<file path="src/rtl/intpol2_d4_decim.sv">
// Decimate-by-4 second-order CIC (sinc^2) filter with ready/valid on both sides.
// Two wrapping integrators run at the input rate; a two-stage comb runs once
// per group of four accepted inputs and feeds a single held output register.
module intpol2_d4_decim #(
    parameter int DATA_WIDTH = 32,
    parameter int N_bits     = 4,
    localparam int W         = DATA_WIDTH + N_bits
) (
    input  logic                         clk,
    input  logic                         rstn,
    input  logic                         clear,
    input  logic signed [DATA_WIDTH-1:0] x,
    input  logic                         valid_in,
    output logic                         ready_in,
    output logic signed [W-1:0]          y,
    output logic                         valid_out,
    input  logic                         ready_out,
    output logic [1:0]                   phase
);

    // Integrator and comb state; all arithmetic wraps modulo 2^W on purpose,
    // the comb differences cancel any integrator overflow.
    logic signed [W-1:0] i1;
    logic signed [W-1:0] i2;
    logic signed [W-1:0] i2_d;
    logic signed [W-1:0] c1_d;

    logic signed [W-1:0] x_ext;
    logic signed [W-1:0] i1_n;
    logic signed [W-1:0] i2_n;
    logic signed [W-1:0] c1;
    logic signed [W-1:0] y_n;
    logic                accept;
    logic                decim;

    // Input stalls only while a finished output is held and not taken.
    assign ready_in = !valid_out || ready_out;
    assign accept   = valid_in && ready_in;
    assign decim    = accept && (phase == 2'd3);

    // Next-state datapath: I2 integrates the already-updated I1 value.
    assign x_ext = {{N_bits{x[DATA_WIDTH-1]}}, x};
    assign i1_n  = i1 + x_ext;
    assign i2_n  = i2 + i1_n;
    assign c1    = i2_n - i2_d;
    assign y_n   = c1 - c1_d;

    // Integrators, phase counter, comb delays and the held output register.
    always_ff @(posedge clk or negedge rstn) begin
        if (!rstn) begin
            i1        <= '0;
            i2        <= '0;
            i2_d      <= '0;
            c1_d      <= '0;
            y         <= '0;
            valid_out <= 1'b0;
            phase     <= 2'd0;
        end else if (clear) begin
            i1        <= '0;
            i2        <= '0;
            i2_d      <= '0;
            c1_d      <= '0;
            y         <= '0;
            valid_out <= 1'b0;
            phase     <= 2'd0;
        end else begin
            // NOTE: non-blocking assignments so every register samples the
            // pre-edge values; the comb terms above already see the new I2.
            if (accept) begin
                i1    <= i1_n;
                i2    <= i2_n;
                phase <= phase + 2'd1;
            end
            if (decim) begin
                y         <= y_n;
                i2_d      <= i2_n;
                c1_d      <= c1;
                valid_out <= 1'b1;
            end else if (valid_out && ready_out) begin
                valid_out <= 1'b0;
            end
        end
    end

endmodule

</file>
<file path="config.mk">
export PLATFORM = sky130hd
export DESIGN_NAME = intpol2_d4_decim
export DESIGN_NICKNAME = d
export VERILOG_FILES = /design/src/rtl/intpol2_d4_decim.sv
export SDC_FILE = /design/constraint.sdc
export NUM_CORES = 1
export LEC_CHECK = 0
export ABC_AREA = 1
export BUFFER_PORTS_ARGS = -buffer_cell sky130_fd_sc_hd__buf_2
export CAP_MARGIN = 25
export CORE_MARGIN = 4
export CORE_UTILIZATION = 30
export CTS_CLUSTER_DIAMETER = 200
export DETAILED_ROUTE_END_ITERATION = 8
export SKIP_CTS_REPAIR_TIMING = 1
export SLEW_MARGIN = 25
export SYNTH_ARGS = -nofsm -noshare
export SYNTH_HDL_FRONTEND = slang
export SYNTH_SLANG_ARGS = --single-unit
</file>
<file path="constraint.sdc">
create_clock -name clk -period 5.9 [get_ports clk]
set_input_delay 0.59 -clock clk [delete_from_list [all_inputs] [get_ports clk]]
set_output_delay 0.59 -clock clk [all_outputs]
set_load 0.01 [all_outputs]
</file>
==> run summary <==
Critical Path RT - 6260 ps
1st-iter DRT viols - 621
Largest cells by area after synthesis - dfrtp_1 (32%), ha_1 (12%), nand2_1 (11%)
GR Util met1 - 24.6%
Final layout net count - 2,627
Dpl cells - 2,987
# setup viols final - 11
Root buffer cell - clkbuf_16
Crit path time final - 6400 ps
Antenna-violating nets left - 0
Filler Cells Inserted - 4,482
Sequential cell area - 0.00458 mm2
Most common cell after layout, fill and taps aside - buf_4
Initial core utilization - 30.6%
Clock Tree Buf Depth - 2
Cell variety after synth - 61
Clock Skews - 14.9 ps
Status - finished, violations left
Die area - 0.0513 mm2
Clock sinks - 183
Slew Limit Fails - 0
Final hold viol count - 0
Global route total overflow - 0
Vias in the first global route - 14,300
Final Cycle Share - 108%
Initial antenna violation count - 0
Worst hold path class - in -> async
CP most frequent cell - nand2_1
Die width - 226 um
GRT Util Overall - 17.2%
Drt pass-1 iters - 5
CP peak stage delay - 410 ps
Final TNS setup - -2700 ps
Syn-to-layout area delta - 50.9%
First-pass GRT wire length - 71.6 mm
Clock latency on the worst-skew pair - 460 ps
Synthesized Nets - 2,064
Area share of the largest cell type after synthesis - 32.0%
Post-route setup slack - -497 ps
# diodes - 0
Max Fclk - 156 MHz
CP max FO - 3
Area leader, netlist - dfrtp_1
Ports - 77
Layout cell share with drive strength beyond 1 - 39.0%
H-tree lvl count - 4
R2R Setup Slk - -500 ps
RePlAce Congestion - 0.928
Core Footprint - 0.0469 mm2
Actual slew at the worst max-slew pin - 909 ps
Vias per inst - 4.73
Commonest register cell after synthesis - dfrtp_1
Setup crit start kind - flop
CTS tree - yes
Syn avg cell area - 7.62 um2
Global route hottest layer - met2
Critical path class - reg -> reg
GR Util met2 - 27.5%
Number of port buffers - 76
Slowest CP cell - dfrtp_1
Worst Path Buf+Inv - 9
Final WL - 46.0 mm
Clock Pin Slew Worst Setup and Hold Paths - 80 ps
Max-slew headroom - 39.4%
Ys Warns - 0
Final cell count without fillers - 3,063
Asr flop ratio synth - 100%
DR DRC count - 0
Grt met3 use - 2.58%
Mapped Area - 0.0143 mm2
Rows - 79
Failing checks - setup timing
DR vias - 14,500
Post-synth EDFFs - 0
Pin count of the biggest net entering global routing - 80
Multi-input combinational cell area - 0.0106 mm2
Inserted Clock Buffers - 17
Critical path capture point type - flop
Die height - 226 um
Most frequent cells in the layout - buf_4 (493), nand2_1 (400), inv_1 (218)
Routed len/inst - 15.0 um
Largest delay share family, worst path - simple AND/OR/NAND/NOR gates
Arr. time, crit path - 6760 ps
RSZ-0062 raised after global routing - yes
Final Hold Slack - 81.5 ps
Count of max-cap constraint violations - 0
Yosys reg bits - 183
DP HPWL - 34.5 mm
Post-Synthesis Cells - 1,880
Register area share after synthesis - 32.0%
==> layout make-up <==
class,count,share of cell area [%]
Timing Repair Buffer,579,19.5
Tap cell,607,3.51
Inverter,235,4.08
Clock inverter,12,0.544
Sequential cell,183,21.2
Multi-Input combinational cell,1427,49.0
Clock buffer,20,2.16
==> worst paths after layout <==
kind                                start   endpoint  cells past startpoint
worst min-delay path                 rstn       y[5]                      1
worst max register to register      i1[5]      y[35]                     43
worst max-delay path                i1[5]      y[35]                     43
worst min register to register      y[24]      y[24]                      2
max in group asynchronous            rstn     i1[31]                      2
min in group clk                ready_out  valid_out                      4
==> per-layer routing <==
layer | routed length (um) | up-vias
li1 | - | 7452
met1 | 22500 | 6713
met2 | 21100 | 273
met3 | 1670 | 51
met4 | 719 | 0
met5 | 0 | -
==> cells by family (layout without fill, tap and decap cells) <==
kind of cell               after synthesis  in the layout  synth area share [%]
and+or+nand+nor                        690            690                  20.2
AOI/OAI and AO/OA                      486            486                  21.1
buffers and inverters                  270            846                  7.14
DFF                                    183            183                  32.0
adders and majority gates              147            147                  13.1
xor gates and xnor gates               104            104                  6.47
==> flip-flops by register name, indices dropped and copies added (netlist names) <==
| register | count |
|---|---|
| i1 | 36 |
| y | 36 |
| phase | 2 |
| valid_out | 1 |
| i2_d | 36 |
| i2 | 36 |
| c1_d | 36 |
==> cells in the mapped netlist (8+ instances only) <==
library cell	count
nand2_1	435
inv_1	227
dfrtp_1	183
a21oi_1	147
ha_1	143
o21ai_0	129
nor2_1	122
xor2_1	64
nand3_1	59
xnor2_1	38
o22ai_1	36
clkbuf_1	33
a22o_1	30
a21o_1	23
nand2_2	20
a21oi_2	18
o21ai_1	16
a31oi_1	15
nor3_1	12
o31ai_1	10
nand4_1	9
o21bai_1	9
o21ai_2	8
==> through the flow <==
step	instance area, um2	setup slack (ps)	utilization [%]
finish	21600	-497	46.1
global placement	18900	-1220	40.3
floorplan	14400	-372	-
global route	21600	-951	46.1
detailed placement	18900	-1310	40.3
CTS	19500	-1060	41.6
Power is left out: the tool's default activity adds up to more than one toggle a clock period on the data nets, which glitch-free logic cannot reach.
